**config.mk**
```make
export PLATFORM = sky130hd
export DESIGN_NAME = fb_flash_loader
export DESIGN_NICKNAME = d
export VERILOG_FILES = /design/src/rtl/fb_flash_loader.sv
export SDC_FILE = /design/constraint.sdc
export NUM_CORES = 1
export LEC_CHECK = 0
export CORE_MARGIN = 2
export CORE_UTILIZATION = 54
export DETAILED_ROUTE_END_ITERATION = 10
export GPL_TIMING_DRIVEN = 0
export PLACE_DENSITY = 0.85
export SYNTH_ARGS = -nofsm -noshare
export SYNTH_HDL_FRONTEND = slang
export SYNTH_SLANG_ARGS = --single-unit
```
**constraint.sdc**
```tcl
create_clock -name clk -period 5 [get_ports clk]
set_clock_uncertainty 0.1 [all_clocks]
set_input_delay 1 -clock clk [delete_from_list [all_inputs] [get_ports clk]]
set_output_delay 1 -clock clk [all_outputs]
set_load 0.01 [all_outputs]
```
**src/rtl/fb_flash_loader.sv**
```systemverilog
// fb_flash_loader: fetches panel rows from SPI flash and streams 24-bit pixels into the framebuffer.
// One row per flash transfer; row and frame swaps are handshaked with the framebuffer and display.
module fb_flash_loader #(
    parameter int          N_BANKS   = 2,
    parameter int          N_ROWS    = 32,
    parameter int          N_COLS    = 64,
    parameter int          BITDEPTH  = 24,
    parameter int          N_FRAMES  = 4,
    parameter logic [23:0] BASE_ADDR = 24'h100000
) (
    input  logic                                       clk,
    input  logic                                       rst_n,
    input  logic                                       enable,
    output logic [23:0]                                sr_addr,
    output logic [15:0]                                sr_len,
    output logic                                       sr_go,
    input  logic                                       sr_rdy,
    input  logic [7:0]                                 sr_data,
    input  logic                                       sr_valid,
    output logic [$clog2(N_BANKS)+$clog2(N_ROWS)-1:0]  fbw_row_addr,
    output logic [$clog2(N_COLS)-1:0]                  fbw_col_addr,
    output logic [BITDEPTH-1:0]                        fbw_data,
    output logic                                       fbw_wren,
    output logic                                       fbw_row_store,
    input  logic                                       fbw_row_rdy,
    output logic                                       fbw_row_swap,
    input  logic                                       frame_rdy,
    output logic                                       frame_swap
);
    localparam int RW = $clog2(N_BANKS) + $clog2(N_ROWS);
    localparam int CW = $clog2(N_COLS);
    localparam int FW = N_FRAMES > 1 ? $clog2(N_FRAMES) : 1;
    localparam logic [RW-1:0] LAST_ROW    = RW'(N_BANKS * N_ROWS - 1);
    localparam logic [FW-1:0] LAST_FRAME  = FW'(N_FRAMES - 1);
    localparam logic [CW:0]   ROW_PIXELS  = (CW + 1)'(N_COLS);
    localparam logic [31:0]   ROW_BYTES   = 32'(N_COLS * 3);
    localparam logic [31:0]   FRAME_BYTES = 32'(N_BANKS * N_ROWS * N_COLS * 3);

    typedef enum logic [2:0] {
        IDLE, REQ, DATA, STORE, ROW_WAIT, ROW_SWAP, FRAME_WAIT, FRAME_SWAP
    } state_t;

    state_t                state_q;
    logic [RW-1:0]         row_q;
    logic [FW-1:0]         frame_q;
    logic [15:0]           asm_q;
    logic [1:0]            bcnt_q;
    logic [CW:0]           pix_q;
    logic [23:0]           sr_addr_q, sr_addr_d;
    logic                  sr_go_q, wren_q, store_q, rswap_q, fswap_q;
    logic [BITDEPTH-1:0]   data_q;
    logic [CW-1:0]         col_q;

    // Address arithmetic wraps at the 24-bit flash address space.
    always_comb begin
        sr_addr_d = BASE_ADDR + 24'(32'(frame_q) * FRAME_BYTES) + 24'(32'(row_q) * ROW_BYTES);
    end

    always_ff @(posedge clk or negedge rst_n) begin
        if (!rst_n) begin
            state_q   <= IDLE;
            row_q     <= '0;
            frame_q   <= '0;
            asm_q     <= '0;
            bcnt_q    <= '0;
            pix_q     <= '0;
            sr_addr_q <= BASE_ADDR;
            sr_go_q   <= 1'b0;
            wren_q    <= 1'b0;
            store_q   <= 1'b0;
            rswap_q   <= 1'b0;
            fswap_q   <= 1'b0;
            data_q    <= '0;
            col_q     <= '0;
        end else begin
            sr_go_q <= 1'b0;
            wren_q  <= 1'b0;
            store_q <= 1'b0;
            rswap_q <= 1'b0;
            fswap_q <= 1'b0;
            case (state_q)
                IDLE: if (enable && sr_rdy) begin
                    state_q   <= REQ;
                    sr_go_q   <= 1'b1;
                    sr_addr_q <= sr_addr_d;
                    asm_q     <= '0;
                    bcnt_q    <= '0;
                    pix_q     <= '0;
                end
                REQ: state_q <= DATA;
                // Row is complete once the last pixel write has already been issued.
                DATA: if (pix_q == ROW_PIXELS) begin
                    state_q <= STORE;
                    store_q <= 1'b1;
                end else if (sr_valid) begin
                    asm_q  <= {asm_q[7:0], sr_data};
                    bcnt_q <= bcnt_q == 2'd2 ? 2'd0 : bcnt_q + 2'd1;
                    if (bcnt_q == 2'd2) begin
                        wren_q <= 1'b1;
                        data_q <= BITDEPTH'({asm_q, sr_data});
                        col_q  <= pix_q[CW-1:0];
                        pix_q  <= pix_q + 1'b1;
                    end
                end
                STORE: state_q <= ROW_WAIT;
                ROW_WAIT: if (fbw_row_rdy) begin
                    state_q <= ROW_SWAP;
                    rswap_q <= 1'b1;
                end
                ROW_SWAP: begin
                    row_q   <= row_q == LAST_ROW ? '0 : row_q + 1'b1;
                    state_q <= row_q == LAST_ROW ? FRAME_WAIT : IDLE;
                end
                FRAME_WAIT: if (frame_rdy) begin
                    state_q <= FRAME_SWAP;
                    fswap_q <= 1'b1;
                end
                FRAME_SWAP: begin
                    frame_q <= frame_q == LAST_FRAME ? '0 : frame_q + 1'b1;
                    state_q <= IDLE;
                end
                default: state_q <= IDLE;
            endcase
        end
    end

    assign sr_addr       = sr_addr_q;
    assign sr_len        = 16'(N_COLS * 3 - 1);
    assign sr_go         = sr_go_q;
    assign fbw_row_addr  = row_q;
    assign fbw_col_addr  = col_q;
    assign fbw_data      = data_q;
    assign fbw_wren      = wren_q;
    assign fbw_row_store = store_q;
    assign fbw_row_swap  = rswap_q;
    assign frame_swap    = fswap_q;
endmodule

```
==> flow_summary.json, run 1 <==
{
  "status": "complete, no violations",
  "final.fill_count": 529,
  "drt-vias-per-instance": 5.179,
  "hold_path_end": "pix_q[6]$_DFFE_PN0P_",
  "diodes": 0,
  "post_cts_buffers": 0,
  "grt_overflow": 0,
  "layout_commonest_cell": "sky130_fd_sc_hd__dfrtp_1",
  "placed_area_mm2": 0.005002,
  "syn_area_per_cell_um2": 11.66,
  "ant_nets": 0,
  "power.share.combinational_pct": 36.3,
  "postSynth.topFlopCell": "sky130_fd_sc_hd__dfrtp_1",
  "worst-setup-path-type": "reg2reg",
  "total_grt_usage_pct": 21.35,
  "drcViolationCount": 0,
  "postSynth.asyncResetShare_pct": 100.0,
  "cellLeakagePower_nw": 2.464,
  "min_delay_path_depth": 1,
  "final_worst_path_period_need_ns": 2.795,
  "r2r_end": "sr_addr[14]$_DFFE_PN0P_",
  "layout-area-overhead-vs-synth_pct": 26.97,
  "worst-endpoint-arrival_ns": 2.94,
  "start_util_pct": 56.11,
  "grt_setup_unrepaired": "false",
  "fin_nets": 486,
  "worst_setup_hold_path_clk_slew_ns": 0.09,
  "netlist-cell-type-count": 48,
  "critical_path_peak_fanout": 8,
  "clock_insertion_delay_worst_skew_ns": 0.37,
  "drv_cap": 0,
  "cts_tree": "done",
  "grt_start_max_net_pins": 49,
  "startpoint": "fbw_row_addr[0]$_DFFE_PN0P_",
  "crit_path_max_incr_delay_ns": 0.51,
  "final_max_slew_viol_count": 0,
  "crit_chain": "ha_1 -> a21oi_1 -> o311ai_0 -> a21oi_1 -> xnor2_1 -> ha_1 -> fa_1 -> xnor2_1 -> a21oi_1",
  "setup-violations-final": 0,
  "critical-path-top-delay-family": "adder cells",
  "p_int_mw": 1.410,
  "cpMaxStageDelayCell": "sky130_fd_sc_hd__dfrtp_1",
  "num_rows": 31,
  "drt-initial-drc-count": 120,
  "critical_path_buffers_and_inverters": 0,
  "critical_path.endpoint_type": "register",
  "netlist_instances": 351,
  "totalWireLength_um": 8441,
  "num_vias": 2900,
  "clock_power_share_pct": 21.5,
  "finalCritPeriodShare_pct": 55.90,
  "power_switching_mw": 0.7829,
  "reg2reg_setup_slack_ns": 2.21,
  "fp.dieH_um": 91.05,
  "dieArea_mm2": 0.008289,
  "power.share.sequential_pct": 42.2,
  "worstHoldStart": "pix_q[6]$_DFFE_PN0P_",
  "r2r-start": "fbw_row_addr[0]$_DFFE_PN0P_",
  "power_density_mw_per_mm2": 422.1,
  "drt-pass1-iter-count": 5,
  "hold_path_class": "reg2reg",
  "finalHoldViolations": 0,
  "max_freq_mhz": 357.8,
  "grt_antenna_before_repair": 0,
  "critPathLaunchType": "register",
  "boundary_pins": 96,
  "ys_seq_elements": 82,
  "grt_pass1_vias": 2876,
  "fin_area_mm2": 0.005195,
  "cts_resized": 0,
  "avgRoutedWirePerCell_um": 15.07,
  "synth_enable_flop_cells": 0,
  "worst-slew-pin-transition_ns": 0.7499,
  "worst_ep_required_time_ns": 5.14,
  "synth_seq_area_share_pct": 50.15,
  "mappedNetlistArea_mm2": 0.004091,
  "hold_slack_ns": 0.3939,
  "synth_warnings": 0,
  "cts.path.max_buffers": 2,
  "number_of_buffers_inserted_for_hold_repair_after_clock_tree_synthesis": 0,
  "max-vdd-ir-drop_mv": 0.2648,
  "grt_first_pass_wirelength_um": 14120,
  "netSwitchingFraction_pct": 35.70,
  "gp_congestion": 0.8918,
  "setup_tns_ns": 0,
  "slew_headroom_pct": 49.73,
  "cts_root_buf": "sky130_fd_sc_hd__clkbuf_8",
  "floorplan.die.width_um": 91.05,
  "core_area_mm2": 0.007292,
  "place.port_buffers": 66,
  "reg2reg_depth": 9,
  "final_layout_size_suffix_gt1_share_pct": 25.60,
  "clock_tree.htree_level_count": 3,
  "final_cell_mix": "sky130_fd_sc_hd__dfrtp_1, sky130_fd_sc_hd__clkdlybuf4s50_1, sky130_fd_sc_hd__mux2_2",
  "numClockSinks": 82,
  "tritoncts.num_buffers": 9,
  "crit_path_frequent_cell": "sky130_fd_sc_hd__a21oi_1",
  "hpwl_um": 6274
}
==> how the worst max path moves through the flow <==
stage / end / slack (ns) / cells after the start
2_1_floorplan: sr_addr[13]$_DFFE_PN0P_ / 2.49 / 7
6_report: sr_addr[14]$_DFFE_PN0P_ / 2.21 / 9
3_3_place_gp: sr_go$_DFF_PN0_ / 0.01 / 1
4_1_cts: fbw_col_addr[4]$_DFFE_PN0P_ / 2.22 / 5
5_1_grt: sr_addr[15]$_DFFE_PN0P_ / 2.07 / 10
3_5_place_dp: fbw_data[0]$_DFFE_PN0P_ / 1.82 / 5
==> worst reg2reg max path: stages, from the launching register on <==
cell and delay [ns]:
sky130_fd_sc_hd__dfrtp_1 0.51, sky130_fd_sc_hd__ha_1 0.31, sky130_fd_sc_hd__a21oi_1 0.13, sky130_fd_sc_hd__o311ai_0 0.39, sky130_fd_sc_hd__a21oi_1 0.16, sky130_fd_sc_hd__xnor2_1 0.15, sky130_fd_sc_hd__ha_1 0.22, sky130_fd_sc_hd__fa_1 0.42
sky130_fd_sc_hd__xnor2_1 0.20, sky130_fd_sc_hd__a21oi_1 0.09
==> power by group through the flow <==
| stage | logic (mW) | clock network, mW | registers [mW] |
|---|---|---|---|
| 2_1_floorplan | 0.462 | 0 | 0.951 |
| 3_3_place_gp | 0.759 | 0 | 0.930 |
| 3_5_place_dp | 0.792 | 0 | 0.938 |
| 4_1_cts | 0.799 | 0.477 | 0.926 |
| 5_1_grt | 0.866 | 0.506 | 0.950 |
| 6_report | 0.795 | 0.472 | 0.926 |
==> stage by stage <==
stage          power [mW]  cells  utilization [%]  setup slack (ns)
2_1_floorplan       1.413    378                -             2.494
3_3_place_gp        1.689    543            68.26           0.01431
3_5_place_dp        1.731    544            68.60             1.822
4_1_cts             2.202    560            71.24             2.219
5_1_grt             2.322    560            71.24             2.070
6_report            2.193    560            71.24             2.205
==> cell families (layout without fill, tap and decap cells) <==
kind of cell / Yosys count / count (layout) / share of synthesized area [%]
compound gates: 54 / 54 / 8.960
xor+xnor: 6 / 6 / 1.284
fa+ha+maj: 15 / 15 / 4.954
buf+inv: 64 / 147 / 9.969
flops: 82 / 82 / 50.15
mux: 49 / 49 / 13.67
other cells: 2 / 29 / 0.1836
simple gates: 79 / 79 / 10.83
==> routing by layer <==
metal | share of wire, % | track usage (%) | vias to the layer above
li1 | - | - | 1377
met1 | 42 | 27.11 | 1399
met2 | 50 | 36.30 | 109
met3 | 6.0 | 4.647 | 15
met4 | 1.6 | 7.197 | 0
met5 | 0 | 0 | -
==> sequential cells by signal (all words and copies together) (netlist names) <==
name	count
asm_q	16
bcnt_q	2
fbw_col_addr	6
fbw_data	24
fbw_row_addr	6
fbw_row_store	1
fbw_row_swap	1
fbw_wren	1
frame_q	2
frame_swap	1
pix_q	7
sr_addr	11
sr_go	1
state_q	3
==> cell type report <==
class                   instances  area, um2  area share [%]
plain buffers                  44      332.8           6.407
clock buffers                   9      123.9           2.384
clock inverters                 7      68.82           1.325
inverters                      20      75.07           1.445
multi-input cells             232       1733           33.36
flip-flops and latches         82       2052           39.50
well taps                      99      123.9           2.384
repair buffers                 67      685.7           13.20
==> Yosys cell counts (2+ instances only) <==
cell type	instances	area, um2
sky130_fd_sc_hd__buf_6	4	45.04
sky130_fd_sc_hd__nand3_1	10	50.05
sky130_fd_sc_hd__nor3_1	2	10.01
sky130_fd_sc_hd__nor2_1	19	71.32
sky130_fd_sc_hd__clkbuf_1	5	18.77
sky130_fd_sc_hd__mux2_4	2	30.03
sky130_fd_sc_hd__o31ai_1	3	22.52
sky130_fd_sc_hd__nand2_1	20	75.07
sky130_fd_sc_hd__dfrtp_1	82	2052
sky130_fd_sc_hd__xnor2_1	6	52.55
sky130_fd_sc_hd__ha_1	13	162.7
sky130_fd_sc_hd__and3_1	4	25.02
sky130_fd_sc_hd__conb_1	2	7.510
sky130_fd_sc_hd__inv_1	20	75.07
sky130_fd_sc_hd__mux2_2	47	529.3
sky130_fd_sc_hd__a21oi_1	11	55.05
sky130_fd_sc_hd__nand3b_1	2	15.01
sky130_fd_sc_hd__o21ai_0	23	115.1
sky130_fd_sc_hd__nand4_1	9	56.30
sky130_fd_sc_hd__a31oi_1	3	18.77
sky130_fd_sc_hd__a21o_1	2	15.01
sky130_fd_sc_hd__fa_1	2	40.04
sky130_fd_sc_hd__buf_4	34	255.2
sky130_fd_sc_hd__nor2b_1	2	12.51
No activity file was read; power rests on OpenSTA's default activity.
==> inputs of run 2 (changes only) <==
--- a/config.mk
+++ b/config.mk
@@ -6,10 +6,10 @@
 export NUM_CORES = 1
 export LEC_CHECK = 0
 export CORE_MARGIN = 2
-export CORE_UTILIZATION = 54
+export CORE_UTILIZATION = 50
 export DETAILED_ROUTE_END_ITERATION = 10
 export GPL_TIMING_DRIVEN = 0
-export PLACE_DENSITY = 0.85
+export PLACE_DENSITY = 0.79
 export SYNTH_ARGS = -nofsm -noshare
 export SYNTH_HDL_FRONTEND = slang
 export SYNTH_SLANG_ARGS = --single-unit
==> constraint.sdc (replaced) <==
create_clock -name clk -period 2.6 [get_ports clk]
set_clock_uncertainty 0.1 [all_clocks]
set_input_delay 0.52 -clock clk [delete_from_list [all_inputs] [get_ports clk]]
set_output_delay 0.52 -clock clk [all_outputs]
set_load 0.01 [all_outputs]
==> flow_summary.json, run 2 (synthesized netlist as in run 1, its figures left out) <==
{
  "finalCritPeriodShare_pct": 96.94,
  "grt_antenna_before_repair": 0,
  "reg2reg_setup_slack_ns": 0.08,
  "r2r_end": "sr_addr[13]$_DFFE_PN0P_",
  "drv_cap": 0,
  "global_route.peak_usage_layer": "met2",
  "hpwl_um": 5958,
  "grt_setup_unrepaired": "true",
  "worst-setup-path-type": "reg2reg",
  "flip_flop_count_of_the_largest_register_all_copies_and_words_added": 24,
  "fin_nets": 492,
  "place.detailed.instances": 547,
  "drcViolationCount": 0,
  "setup-violations-final": 0,
  "drt-pass1-iter-count": 4,
  "reg2reg_depth": 8,
  "grt_start_max_net_pins": 64,
  "grt_overflow": 0,
  "cts_tree": "done",
  "r2r-start": "fbw_row_addr[2]$_DFFE_PN0P_",
  "final-instance-count-excl-fill": 569,
  "clock_insertion_delay_worst_skew_ns": 0.36,
  "finalCoreUtilization_pct": 67.87,
  "setup_tns_ns": 0,
  "worst-endpoint-arrival_ns": 2.66,
  "core_area_mm2": 0.007848,
  "gp_congestion": 0.8711,
  "final_layout_size_suffix_gt1_share_pct": 29.55,
  "worstHoldStart": "pix_q[6]$_DFFE_PN0P_",
  "tritoncts.num_buffers": 9,
  "diodes": 0,
  "placed_area_mm2": 0.005006,
  "cts.path.max_buffers": 2,
  "max_freq_mhz": 396.7,
  "hold_path_end": "pix_q[6]$_DFFE_PN0P_",
  "total_grt_usage_pct": 19.47,
  "boundary_pins": 96,
  "critical_path_peak_fanout": 5,
  "final_cell_mix": "sky130_fd_sc_hd__dfrtp_1, sky130_fd_sc_hd__clkdlybuf4s50_1, sky130_fd_sc_hd__mux2_2",
  "max-vdd-ir-drop_mv": 0.5607,
  "layout_commonest_cell": "sky130_fd_sc_hd__dfrtp_1",
  "m2_gr_usage_pct": 33.75,
  "layout-area-overhead-vs-synth_pct": 30.18,
  "globalRouteMet1Util_pct": 24.99,
  "grtUsageMet3_pct": 3.352,
  "drt-vias-per-instance": 5.102,
  "hold_slack_ns": 0.3966,
  "worst_slack_at_placement_ns": -0.1292,
  "avgRoutedWirePerCell_um": 14.74,
  "grt_first_pass_wirelength_um": 13520,
  "grt_pass1_vias": 2852,
  "cts_root_buf": "sky130_fd_sc_hd__clkbuf_8",
  "min_delay_path_depth": 1,
  "numClockSinks": 82,
  "worst_ep_required_time_ns": 2.74,
  "num_rows": 32,
  "slew_headroom_pct": 48.44,
  "final_max_slew_viol_count": 0,
  "cellLeakagePower_nw": 2.515,
  "floorplan.die.width_um": 94.46,
  "final_worst_path_period_need_ns": 2.521,
  "worst_setup_hold_path_clk_slew_ns": 0.09,
  "worst-slew-pin-transition_ns": 0.7692,
  "totalWireLength_um": 8386,
  "fin_area_mm2": 0.005326,
  "dieArea_mm2": 0.008923,
  "hold_path_class": "reg2reg",
  "finalPower_mw": 4.310,
  "critPathLaunchType": "register",
  "start_util_pct": 52.14,
  "power_density_mw_per_mm2": 809.2,
  "critical_path.endpoint_type": "register",
  "worst_slack_ns": 0.07948,
  "ant_nets": 0,
  "status": "complete, no violations",
  "drt-initial-drc-count": 122,
  "num_vias": 2903,
  "clock_tree.htree_level_count": 3,
  "fp.dieH_um": 94.46,
  "place.port_buffers": 66,
  "finalHoldViolations": 0,
  "final.fill_count": 598
}
==> run 2: cell count changes in the layout (fill, tap and decap cells not counted), moves of 3 or more <==
cell,change
sky130_fd_sc_hd__ha_1,-5
sky130_fd_sc_hd__inv_8,-3
sky130_fd_sc_hd__dfrtp_1,-5
sky130_fd_sc_hd__dfrtp_2,+5
sky130_fd_sc_hd__buf_4,+5
sky130_fd_sc_hd__ha_4,+3
==> run 2: routing by layer <==
metal | share of wire (%) | vias up
met5 | 0 | -
met4 | 1.4 | 0
met3 | 4.5 | 13
met2 | 50 | 76
met1 | 44 | 1431
li1 | - | 1383
==> run 2: final cells by class <==
| type | instances | area [um2] | share of cell area (%) |
|---|---|---|---|
| clock buffer | 9 | 123.9 | 2.326 |
| buffer | 44 | 332.8 | 6.249 |
| timing repair buffer | 73 | 733.2 | 13.77 |
| clock inverter | 7 | 61.31 | 1.151 |
| tap | 102 | 127.6 | 2.396 |
| multi-input combinational | 232 | 1814 | 34.06 |
| inverter | 20 | 75.07 | 1.409 |
| sequential | 82 | 2058 | 38.64 |
==> run 2: critical path: stages, from the launching register on <==
cell and delay [ns]:
sky130_fd_sc_hd__dfrtp_2 0.47, sky130_fd_sc_hd__ha_4 0.29, sky130_fd_sc_hd__a21oi_4 0.06, sky130_fd_sc_hd__o311ai_4 0.28, sky130_fd_sc_hd__a21oi_2 0.09, sky130_fd_sc_hd__xnor2_1 0.19, sky130_fd_sc_hd__ha_2 0.22, sky130_fd_sc_hd__fa_1 0.43
sky130_fd_sc_hd__mux2_4 0.26
==> run 2: worst max-delay path by stage <==
stage / from / to / slack (ns) / cells after the start
detailed placement: fbw_row_addr[2]$_DFFE_PN0P_ / sr_addr[13]$_DFFE_PN0P_ / -0.13 / 8
global placement: rst_n / sr_addr[11]$_DFFE_PN0P_ / -1.97 / 1
CTS: fbw_row_addr[2]$_DFFE_PN0P_ / sr_addr[13]$_DFFE_PN0P_ / 0.007 / 8
finish: fbw_row_addr[2]$_DFFE_PN0P_ / sr_addr[13]$_DFFE_PN0P_ / 0.08 / 8
floorplan: fbw_row_addr[1]$_DFFE_PN0P_ / sr_addr[13]$_DFFE_PN0P_ / 0.09 / 7
global route: fbw_row_addr[2]$_DFFE_PN0P_ / sr_addr[13]$_DFFE_PN0P_ / -0.01 / 8
==> run 2: where the power goes <==
part	total, mW	internal (mW)	switching (mW)
logic	1.66	0.849	0.811
clock network	0.862	0.363	0.499
registers	1.79	1.57	0.220
==> run 2: repair_timing <==
action / in CTS / in global routing
setup buffers: 0 / 5
endpoints found under the hold margin: 19 / 0
gates resized for setup: 7 / 13
hold buffers: 1 / 0
pin swaps: 0 / 7
setup endpoints to repair: 4 / 3
